### src/rtl/instr_fetch_unit_if.sv
// Fetch-unit bundle: instruction-memory handshake plus the issue/retire
// handshake with the branching stage and decode.
// master = fetch unit (drives pc, imem_req/addr, instr/valid, status);
// slave  = environment (drives next_pc, exec_done, halt_req, imem_ack/rdata).
interface instr_fetch_unit_if;
   logic [31:0] pc;
   logic [31:0] next_pc;
   logic        exec_done;
   logic        halt_req;
   logic        imem_req;
   logic [31:0] imem_addr;
   logic        imem_ack;
   logic [31:0] imem_rdata;
   logic [31:0] instr;
   logic        instr_valid;
   logic        halted;
   logic        fault;
   logic [31:0] retired;

   modport master (
      output pc, imem_req, imem_addr, instr, instr_valid, halted, fault, retired,
      input  next_pc, exec_done, halt_req, imem_ack, imem_rdata
   );

   modport slave (
      input  pc, imem_req, imem_addr, instr, instr_valid, halted, fault, retired,
      output next_pc, exec_done, halt_req, imem_ack, imem_rdata
   );
endinterface

### src/rtl/instr_fetch_unit.sv
// Non-pipelined instruction fetch: FETCH -> ISSUE -> (FETCH | HALT | ERR).
// Latency: instr/instr_valid registered 1 cycle after imem_ack.
// Backpressure: instr held in ISSUE until exec_done; memory stall up to TIMEOUT cycles.
// Ports: clk/rst (sync, active-high); bus (master modport) carries pc,
// next_pc, exec_done, halt_req, imem_req/addr/ack/rdata, instr/instr_valid,
// halted, fault (sticky) and the retired-instruction counter.
module instr_fetch_unit #(
   parameter logic [31:0] RESET_PC      = 32'h0000_0000,
   parameter int unsigned TIMEOUT       = 16,
   // Value loaded into the retired counter on reset; non-zero only to
   // exercise counter wrap without retiring 2^32 instructions.
   parameter logic [31:0] RETIRED_RESET = 32'h0000_0000
) (
   input  logic                clk,
   input  logic                rst,
   instr_fetch_unit_if.master  bus
);

   localparam int unsigned WAIT_W = $clog2(TIMEOUT + 1);
   // Last stall cycle index; reaching it without ack means TIMEOUT cycles elapsed.
   localparam logic [WAIT_W-1:0] WAIT_LAST = WAIT_W'(TIMEOUT - 1);

   typedef enum logic [1:0] {
      FETCH = 2'd0,
      ISSUE = 2'd1,
      HALT  = 2'd2,
      ERR   = 2'd3
   } state_t;

   state_t            state;
   logic [31:0]       pc_q;
   logic [WAIT_W-1:0] wait_cnt;
   logic [31:0]       instr_q;
   logic              instr_valid_q;
   logic              halted_q;
   logic              fault_q;
   logic [31:0]       retired_q;

   always_ff @(posedge clk) begin
      if (rst) begin
         state         <= FETCH;
         pc_q          <= RESET_PC;
         wait_cnt      <= '0;
         instr_q       <= '0;
         instr_valid_q <= 1'b0;
         halted_q      <= 1'b0;
         fault_q       <= 1'b0;
         retired_q     <= RETIRED_RESET;
      end else begin
         case (state)
            FETCH: begin
               // Ack wins over timeout even on the final allowed cycle.
               if (bus.imem_ack) begin
                  instr_q       <= bus.imem_rdata;
                  instr_valid_q <= 1'b1;
                  state         <= ISSUE;
               end else if (wait_cnt == WAIT_LAST) begin
                  fault_q <= 1'b1;
                  state   <= ERR;
               end else begin
                  wait_cnt <= wait_cnt + WAIT_W'(1);
               end
            end
            ISSUE: begin
               // Counter is only meaningful in FETCH; keeping it clear here
               // guarantees every FETCH entry starts from zero.
               wait_cnt <= '0;
               if (bus.exec_done) begin
                  retired_q     <= retired_q + 32'd1;
                  instr_valid_q <= 1'b0;
                  if (bus.next_pc[1:0] != 2'b00) begin
                     fault_q <= 1'b1;
                     state   <= ERR;
                  end else begin
                     pc_q <= bus.next_pc;
                     if (bus.halt_req) begin
                        halted_q <= 1'b1;
                        state    <= HALT;
                     end else begin
                        state <= FETCH;
                     end
                  end
               end
            end
            HALT: begin
               wait_cnt <= '0;
               if (!bus.halt_req) begin
                  halted_q <= 1'b0;
                  state    <= FETCH;
               end
            end
            ERR: begin
               // Terminal until reset.
               state <= ERR;
            end
            default: state <= ERR;
         endcase
      end
   end

   assign bus.pc          = pc_q;
   assign bus.imem_req    = (state == FETCH);
   assign bus.imem_addr   = pc_q;
   assign bus.instr       = instr_q;
   assign bus.instr_valid = instr_valid_q;
   assign bus.halted      = halted_q;
   assign bus.fault       = fault_q;
   assign bus.retired     = retired_q;

endmodule

### src/flat_wrapper.sv
// flat-port wrapper written by rule: the top's interface ports become plain ports
module instr_fetch_unit_flat 
#(
   parameter logic [31:0] RESET_PC      = 32'h0000_0000,
   parameter int unsigned TIMEOUT       = 16,
                                                                      
                                                               
   parameter logic [31:0] RETIRED_RESET = 32'h0000_0000
)
  (clk, rst, bus_pc, bus_imem_req, bus_imem_addr, bus_instr, bus_instr_valid, bus_halted, bus_fault, bus_retired, bus_next_pc, bus_exec_done, bus_halt_req, bus_imem_ack, bus_imem_rdata);
  instr_fetch_unit_if bus_i ();
  input  logic clk;
  input  logic rst;
  output wire logic [$bits(bus_i.pc)-1:0] bus_pc;
  output wire logic [$bits(bus_i.imem_req)-1:0] bus_imem_req;
  output wire logic [$bits(bus_i.imem_addr)-1:0] bus_imem_addr;
  output wire logic [$bits(bus_i.instr)-1:0] bus_instr;
  output wire logic [$bits(bus_i.instr_valid)-1:0] bus_instr_valid;
  output wire logic [$bits(bus_i.halted)-1:0] bus_halted;
  output wire logic [$bits(bus_i.fault)-1:0] bus_fault;
  output wire logic [$bits(bus_i.retired)-1:0] bus_retired;
  input wire logic [$bits(bus_i.next_pc)-1:0] bus_next_pc;
  input wire logic [$bits(bus_i.exec_done)-1:0] bus_exec_done;
  input wire logic [$bits(bus_i.halt_req)-1:0] bus_halt_req;
  input wire logic [$bits(bus_i.imem_ack)-1:0] bus_imem_ack;
  input wire logic [$bits(bus_i.imem_rdata)-1:0] bus_imem_rdata;
  assign bus_pc = bus_i.pc;
  assign bus_imem_req = bus_i.imem_req;
  assign bus_imem_addr = bus_i.imem_addr;
  assign bus_instr = bus_i.instr;
  assign bus_instr_valid = bus_i.instr_valid;
  assign bus_halted = bus_i.halted;
  assign bus_fault = bus_i.fault;
  assign bus_retired = bus_i.retired;
  assign bus_i.next_pc = bus_next_pc;
  assign bus_i.exec_done = bus_exec_done;
  assign bus_i.halt_req = bus_halt_req;
  assign bus_i.imem_ack = bus_imem_ack;
  assign bus_i.imem_rdata = bus_imem_rdata;
  instr_fetch_unit #(.RESET_PC(RESET_PC), .TIMEOUT(TIMEOUT), .RETIRED_RESET(RETIRED_RESET)) u_core (.clk(clk), .rst(rst), .bus(bus_i));
endmodule
### config.mk
export PLATFORM = sky130hd
export DESIGN_NAME = instr_fetch_unit_flat
export DESIGN_NICKNAME = d
export VERILOG_FILES = /design/src/rtl/instr_fetch_unit_if.sv /design/src/rtl/instr_fetch_unit.sv /design/src/flat_wrapper.sv
export SDC_FILE = /design/constraint.sdc
export NUM_CORES = 1
export LEC_CHECK = 0
export CORE_UTILIZATION = 38
export CTS_CLUSTER_DIAMETER = 200
export DETAILED_ROUTE_END_ITERATION = 7
export PLACE_DENSITY_LB_ADDON = 0.1
export SLEW_MARGIN = 20
export SYNTH_ARGS = -nofsm -noshare
export SYNTH_HDL_FRONTEND = slang
export SYNTH_SLANG_ARGS = --single-unit
### constraint.sdc
create_clock -name clk -period 2.4 [get_ports clk]
set_clock_uncertainty 0.15 [all_clocks]
set_input_delay 0.48 -clock clk [delete_from_list [all_inputs] [get_ports clk]]
set_output_delay 0.48 -clock clk [all_outputs]
set_load 0.01 [all_outputs]
# Word-level counts from Yosys, hierarchy flattened
# Index checks and enable logic that the tools add are counted.
[op_classes]
addsub = 2
eq_ne = 14
n_mux = 23
bitwise_logic = 1
reduce_logical = 14
[op_table]
columns = ["operator", "n"]
rows = [
  ["$add A32 B1 Y32 const B", 1],
  ["$mux W2", 6],
  ["$ne A2 B2 Y1 const B", 6],
  ["$reduce_and A3 Y1", 4],
  ["$mux W1", 10],
  ["$mux W5", 2],
  ["$pmux W5 S2", 1],
  ["$reduce_and A5 Y1", 2],
  ["$pmux W2 S4", 1],
  ["$reduce_bool A2 Y1", 4],
  ["$ne A2 B1 Y1 const B", 3],
  ["$pmux W1 S2", 3],
  ["$add A5 B1 Y5 const B", 1],
  ["$eq A5 B4 Y1 const B", 1],
  ["$eq A2 B2 Y1 const B", 2],
  ["$reduce_and A2 Y1", 2],
  ["$ne A3 B1 Y1 const B", 1],
  ["$eq A2 B1 Y1 const B", 1],
  ["$logic_not A2 Y1", 1],
  ["$reduce_or A2 Y1", 1],
  ["$not A1 Y1", 1],
]
[word_totals]
ff_bits = 106
input_bits = 69
out_inout_bits = 132

# Logic depth before layout (Yosys ltp)
# Gate-level depths: netlist of run 1.
[logic_depth]
word_depth = 4
mapped_depth = 8

# Worst setup path before layout of run 1
# OpenSTA, ideal clock, no wires.
[synth_timing]
path_kind = "reg-to-reg"
from = "register u_core.wait_cnt[0]"
to = "register u_core.wait_cnt[2]"
setup_ns = 0.070
arrival_ns = 2.010
required_time_ns = 2.180
path_slack_ns = 0.170
path_stages_with_launch = 8
n_path_buf = 0
period_less_slack_ns = 2.230
cell_sequence = "dfxtp_1 > ha_1 > and3_1 > ha_1 > o21ai_0 > nand2b_1 > or4b_2 > a21oi_1"
[synth_via]
elab_chain_cells = 4
elab_cells_between_ends = 7
classes_between = "1 x add/sub; 2 x eq/ne; 3 x mux; 1 x reduce/logical"
[synth_rtl]
columns = ["element", "line", "rtl"]
rows = [
  ["from (decl)", "instr_fetch_unit.sv:32", "logic [WAIT_W-1:0] wait_cnt;"],
  ["from (signal assigned)", "instr_fetch_unit.sv:61", "wait_cnt <= wait_cnt + WAIT_W'(1);"],
  ["$add A5 B1 Y5", "instr_fetch_unit.sv:61", ""],
  ["$mux W5", "instr_fetch_unit.sv:57", "end else if (wait_cnt == WAIT_LAST) begin"],
  ["$mux W5", "instr_fetch_unit.sv:53", "if (bus.imem_ack) begin"],
  ["$pmux W5 S2", "instr_fetch_unit.sv:50", "case (state)"],
]
# Several ways; a longest one is shown, not always the timed one. The select of a mux whose other input is x is not followed.
# A chain may end at the register's enable or synchronous reset.

# Final worst setup path of run 1
[layout_timing]
from = "register u_core.state[0]"
to = "output port bus_imem_req"
[layout_via]
elab_chain_cells = 1
[layout_rtl]
columns = ["element", "line", "rtl"]
rows = [
  ["from (decl)", "instr_fetch_unit.sv:30", "state_t state;"],
  ["from (signal assigned)", "instr_fetch_unit.sv:41", "state <= FETCH;"],
  ["from (signal assigned)", "instr_fetch_unit.sv:56", "state <= ISSUE;"],
  ["from (signal assigned)", "instr_fetch_unit.sv:59", "state <= ERR;"],
  ["$logic_not A2 Y1", "instr_fetch_unit.sv:102", "assign bus.imem_req = (state == FETCH);"],
  ["to (decl)", "flat_wrapper.sv:15", "output wire logic [$bits(bus_i.imem_req)-1:0] bus_imem_req;"],
]
# No other way between the ends.

==> results of run 1 <==
[flip-flops by register name (all words and copies together) (netlist names)]
register and cells:
u_core.bus.imem_addr 32, u_core.bus.instr 32, u_core.bus.retired 32, u_core.wait_cnt 5, u_core.state 2, u_core.bus.fault 1, u_core.bus.halted 1, u_core.bus.instr_valid 1
[Yosys cell counts, types with 2 or more instances]
| master | n | area share [%] |
|---|---|---|
| mux2_2 | 8 | 2.0 |
| buf_6 | 4 | 0.98 |
| o21ai_0 | 11 | 1.2 |
| nor2_1 | 29 | 2.4 |
| a31oi_1 | 2 | 0.27 |
| and4_2 | 3 | 0.65 |
| nand2b_1 | 3 | 0.41 |
| and2_1 | 6 | 0.82 |
| dfxtp_1 | 106 | 46 |
| xor2_1 | 11 | 2.1 |
| nor3b_1 | 3 | 0.49 |
| and4_1 | 6 | 1.1 |
| and3_1 | 2 | 0.27 |
| nand3_1 | 11 | 1.2 |
| inv_1 | 9 | 0.74 |
| nand4_1 | 10 | 1.4 |
| o31ai_1 | 5 | 0.82 |
| buf_2 | 2 | 0.22 |
| nand2_1 | 140 | 11 |
| nor2b_1 | 7 | 0.95 |
| buf_4 | 34 | 5.6 |
| nor4_1 | 2 | 0.27 |
| or3_1 | 8 | 1.1 |
| or4_1 | 7 | 1.1 |
| ha_1 | 7 | 1.9 |
| a21oi_1 | 81 | 8.8 |
| clkbuf_1 | 24 | 2.0 |
| or3b_2 | 2 | 0.38 |
| nor3_1 | 9 | 0.98 |
[logic make-up after synthesis]
| group | after synthesis | synth area share [%] |
|---|---|---|
| buffers and inverters | 73 | 9.463 |
| flip-flops | 106 | 46.25 |
| AND/OR/NAND/NOR | 252 | 26.07 |
| adder cells (fa/ha/maj) | 7 | 1.909 |
| multiplexers | 9 | 2.182 |
| XOR/XNOR | 12 | 2.291 |
| AO/OA/AOI/OAI | 103 | 11.84 |
[worst paths after layout]
kind              cells after the start                 start                   end
setup / recovery                      3       u_core.state[0]          bus_imem_req
hold / removal                        2  u_core.bus.instr[15]  u_core.bus.instr[15]
setup reg to reg                      7    u_core.wait_cnt[0]    u_core.wait_cnt[2]
hold reg to reg                       2  u_core.bus.instr[15]  u_core.bus.instr[15]
[worst min-delay path, cell delays in order (launching register included)]
cell     delay, ns
dfxtp_1       0.31
nand2_1       0.05
a21oi_1       0.05
[layout make-up]
| type | instances | area [sq um] |
|---|---|---|
| fillers | 1048 | 4652 |
| repair buffers | 223 | 2235 |
| flip-flops and latches | 106 | 2122 |
| multi-input cells | 383 | 2039 |
| clock buffers | 11 | 252.7 |
| well taps | 143 | 178.9 |
| clock inverters | 5 | 100.1 |
| inverters | 9 | 33.78 |
[layer usage]
metal  vias to the layer above  wire (microns)  track usage (%)
met2                       152            6113            34.91
met4                         0             157            7.297
met1                      1982            5276            23.98
met3                        15             846            3.484
met5                         -               0                0
li1                       2204               -                -
[power groups by stage]
stage / clock network (mW) / logic, mW / registers, mW
floorplan: 0 / 0.603 / 2.11
global placement: 0 / 1.28 / 2.05
detailed placement: 0 / 1.32 / 2.06
CTS: 1.75 / 1.32 / 2.02
global route: 1.82 / 1.45 / 2.05
finish: 1.71 / 1.31 / 2.02
[per-stage QoR]
stage / setup TNS (ns) / instance area (sq um) / util [%] / std cells / worst slack, ns
floorplan: 0 / 4588 / - / 562 / 0.1702
global placement: 0 / 6606 / 56.88 / 864 / 0.02674
detailed placement: -0.04142 / 6606 / 56.88 / 864 / -0.02385
CTS: 0 / 6959 / 59.92 / 880 / 0.04927
global route: 0 / 6962 / 59.94 / 880 / 0.004149
finish: 0 / 6962 / 59.94 / 880 / 0.1491
==> flow_summary.ini, run 1 <==
[critical_path]
critPathMaxFanout = 9
path_buf_inv = 2
slowest_delay_ns = 0.60
r2r_slack_ns = 0.15
cp-end-kind = output pin
crit_path_start_kind = flip-flop
cp.required_ns = 1.77
crit_family = buffers and inverters
crit_chain = inv_1, ha_2, clkdlybuf4s50_1
path_class = reg -> out
cp.arrival_ns = 1.62
slowest_stage = clkdlybuf4s50_1

[power_and_ir_drop]
ir_drop_uv = 414.1
power.share.combinational_pct = 25.9
fin_total_pwr_mw = 5.036
clock_power_share_pct = 33.9
internal_power_mw = 3.664
switching_share_pct = 27.23
p_per_area_nw_per_um2 = 723.3
p_switching_mw = 1.371
p_seq_share_pct = 40.2
power_leakage_nw = 2.476

[yosys]
syn_avg_cell_area_sq_um = 8.164
synthesis.nets = 638
synth_cell_types = 39
syn-cell-area_sq_um = 4588
seq_area_frac_synth_pct = 46.25
ys.flop_type = dfxtp_1
syn_inst = 562
async_flop_share_pct = 0
synth_enable_flop_cells = 0
synth-seq-cells = 106
yosys_warnings = 0

[route]
drt_iter0_markers = 212
avgViaCountPerCell = 4.947
drc = 21
avgRoutedWirePerCell_microns = 14.08
dr.pass1.iters = 8
ant_nets = 0
totalWireLength_mm = 12.39
vias = 4353

[clock_network]
cts_resized = 0
cts_setup_buffers = 0
cts_buffers = 9
clockBufferDepth = 2
cts_tree = done
cts_sinks = 106
clkTransAtPathRegs_ns = 0.07
clk_latency_ns = 0.34
cts-htree-levels = 3
ctsHoldBuffers = 0
root_buffer = clkbuf_16

[floorplan]
dieArea_sq_um = 12520
initial_core_util_pct = 39.51
die_w_microns = 111.9
pin_count = 201
core-area_sq_um = 11610
chipHeight_microns = 111.9
num_rows = 39

[sta]
min_period_over_period_pct = 93.79
worst_slew_pin_slew_ns = 0.4153
maxClockFrequency_ghz = 0.4443
rsz0062_at_grt = false
fin_hold_ws_ns = 0.3028
period_needed_ns = 2.251
setup_viol = 0
drv_slew = 0
finalHoldViolations = 0
slew_headroom_pct = 72.31

[finish]
drive_gt1_share_pct = 7.870
num_antenna_cells = 0
layout_common_cells = 199 x clkdlybuf4s50_1, 140 x nand2_1, 106 x dfxtp_1
syn2layout_area_growth_pct = 51.73
nNetsFinal = 808
mostFrequentLayoutCell = clkdlybuf4s50_1

[flow_run]
max-cap-violations = 0

[place]
dp.final_hpwl_mm = 9.152
gp_congestion = 0.8378
portBuffers = 200

[global_route]
grt_pass1_wl_mm = 20.11
grt_overflow = 0
grt_antenna_before_repair = 0
grt_pass1_vias = 4115
grt_max_degree = 53
gr-usage-all-layers_pct = 19.79

[hold_path]
min_path_type = reg -> reg

[outcome]
outcome = finished, violations left
violations = design-rule violations
Power figures use the tool's default switching activity.
==> inputs of run 2 (changes only) <==
--- a/config.mk
+++ b/config.mk
@@ -5,6 +5,7 @@
 export SDC_FILE = /design/constraint.sdc
 export NUM_CORES = 1
 export LEC_CHECK = 0
+export CORE_ASPECT_RATIO = 1.1
 export CORE_UTILIZATION = 38
 export CTS_CLUSTER_DIAMETER = 200
 export DETAILED_ROUTE_END_ITERATION = 7
==> run 2 against run 1 <==
  * Count of clock-buffer cells in the layout grew 1
  * Die area about the same
  * Via count grew 0.51%
  * Worst hold slack better by 0.0027 ns
  * The flow now finishes without violations
==> flow_summary.ini, run 2 (synthesis gave the netlist of run 1 again) <==
[sta]
worst_slew_pin_slew_ns = 0.4251
drv_slew = 0
finalHoldViolations = 0
min_period_over_period_pct = 94.59
rsz0062_at_grt = false
setup_viol = 0
fin_setup_tns_ns = 0
slew_headroom_pct = 71.66
fin_hold_ws_ns = 0.3056
period_needed_ns = 2.270
maxClockFrequency_ghz = 0.4405

[global_route]
grt_overflow = 0
grt_pass1_vias = 3740
grt_max_degree = 52
grt_antenna_before_repair = 0
gr-usage-all-layers_pct = 19.33
grt_pass1_wl_mm = 19.08

[critical_path]
cp-end-kind = output pin
r2r_slack_ns = 0.14
setup.worst_path.start = u_core.state[1]
timing.critical_path.to = bus_imem_req
rr_startpoint = u_core.wait_cnt[0]
crit_path_start_kind = flip-flop
r2r.worst_path.cells = 7
cp.required_ns = 1.77
cp.arrival_ns = 1.64
critPathMaxFanout = 9
slowest_delay_ns = 0.59
path_class = reg -> out
reg2reg_to = u_core.wait_cnt[2]
crit_chain = inv_1, ha_2, clkdlybuf4s50_1
slowest_stage = clkdlybuf4s50_1

[floorplan]
core-area_sq_um = 11590
pin_count = 201
die_w_microns = 106.8
initial_core_util_pct = 39.57
num_rows = 41
chipHeight_microns = 117.2
dieArea_sq_um = 12520

[place]
dp.final_hpwl_mm = 9.166
dp.cells = 872
portBuffers = 200
gp_congestion = 0.7826
placed_area_sq_um = 6610

[power_and_ir_drop]
p_per_area_nw_per_um2 = 674.2
power_leakage_nw = 2.423
ir_drop_uv = 352.7

[clock_network]
cts-htree-levels = 3
clockBufferDepth = 2
clk_latency_ns = 0.34
cts_buffers = 9
ctsHoldBuffers = 0
cts_sinks = 106
cts_setup_buffers = 0
cts_tree = done
root_buffer = clkbuf_16
clkTransAtPathRegs_ns = 0.07

[hold_path]
hp-start = u_core.bus.instr[19]
holdPathStages = 2
min_path_type = reg -> reg

[finish]
nNetsFinal = 809
syn2layout_area_growth_pct = 49.66
layout_common_cells = 199 x clkdlybuf4s50_1, 140 x nand2_1, 106 x dfxtp_1
final_cells = 887
num_antenna_cells = 0
drive_gt1_share_pct = 7.463
finish.instance_area_sq_um = 6867
final_util_pct = 59.23
mostFrequentLayoutCell = clkdlybuf4s50_1

[route]
drc = 0
avgRoutedWirePerCell_microns = 14.14
avgViaCountPerCell = 4.932
ant_nets = 0
vias = 4375
dr.pass1.iters = 4
totalWireLength_mm = 12.55
drt_iter0_markers = 169

[flow_run]
max-cap-violations = 0

[outcome]
outcome = finished, final reports clean
-- run 2: changes by cell type in the layout (fill, tap and decap cells not counted), sizes merged --
cell / previous run / this run
clkbuf: 11 / 12
clkinvlp: 0 / 1
buf: 24 / 25
bufinv: 3 / 0
-- run 2: cell type report --
cell class | count | area (sq um)
well taps | 150 | 187.7
multi-input cells | 383 | 2039
clock inverters | 3 | 17.52
repair buffers | 224 | 2230
clock buffers | 12 | 236.5
inverters | 9 | 33.78
fillers | 1069 | 4727
flip-flops and latches | 106 | 2122
-- run 2: worst min path at each step --
stage / end / slack, ns
2_1_floorplan: u_core.wait_cnt[4] / 0.28
3_3_place_gp: u_core.wait_cnt[4] / 0.29
3_5_place_dp: u_core.bus.instr[16] / 0.30
4_1_cts: u_core.bus.instr[16] / 0.31
5_1_grt: u_core.bus.instr[19] / 0.33
6_report: u_core.bus.instr[19] / 0.31
-- run 2: worst max-delay path: cells and delay by family, from the launching register on --
| family | cells | cell delay, ns |
|---|---|---|
| adders and majority gates | 1 | 0.27 |
| DFF | 1 | 0.34 |
| buffers and inverters | 2 | 0.68 |
-- run 2: routing by layer --
| layer | up-vias | global-route usage, % | part of all wire (%) |
|---|---|---|---|
| met4 | 0 | 7.671 | 1.5 |
| met5 | - | 0 | 0 |
| met1 | 2028 | 24.08 | 44 |
| met3 | 12 | 3.765 | 6.2 |
| li1 | 2203 | - | - |
| met2 | 132 | 33.03 | 49 |
-- run 2: repair_timing --
item,4_1_cts,5_1_grt
endpoints found under the hold margin,0,0
gates resized for setup,0,2
endpoints found under the setup margin,0,4
-- run 2: report_power, final --
group	internal (mW)	switching [mW]	leakage (nW)
Clock	0.696	0.628	0.122
Sequential	1.92	0.104	0.860
Combinational	0.656	0.627	1.44
Total	3.27	1.36	2.42
-- run 2: per-stage QoR --
step | setup WS, ns | power, mW
2_1_floorplan | 0.1702 | 2.713
3_3_place_gp | -0.004540 | 3.317
3_5_place_dp | -0.03570 | 3.352
4_1_cts | 0.01124 | 4.678
5_1_grt | 0.007280 | 4.900
6_report | 0.1297 | 4.630
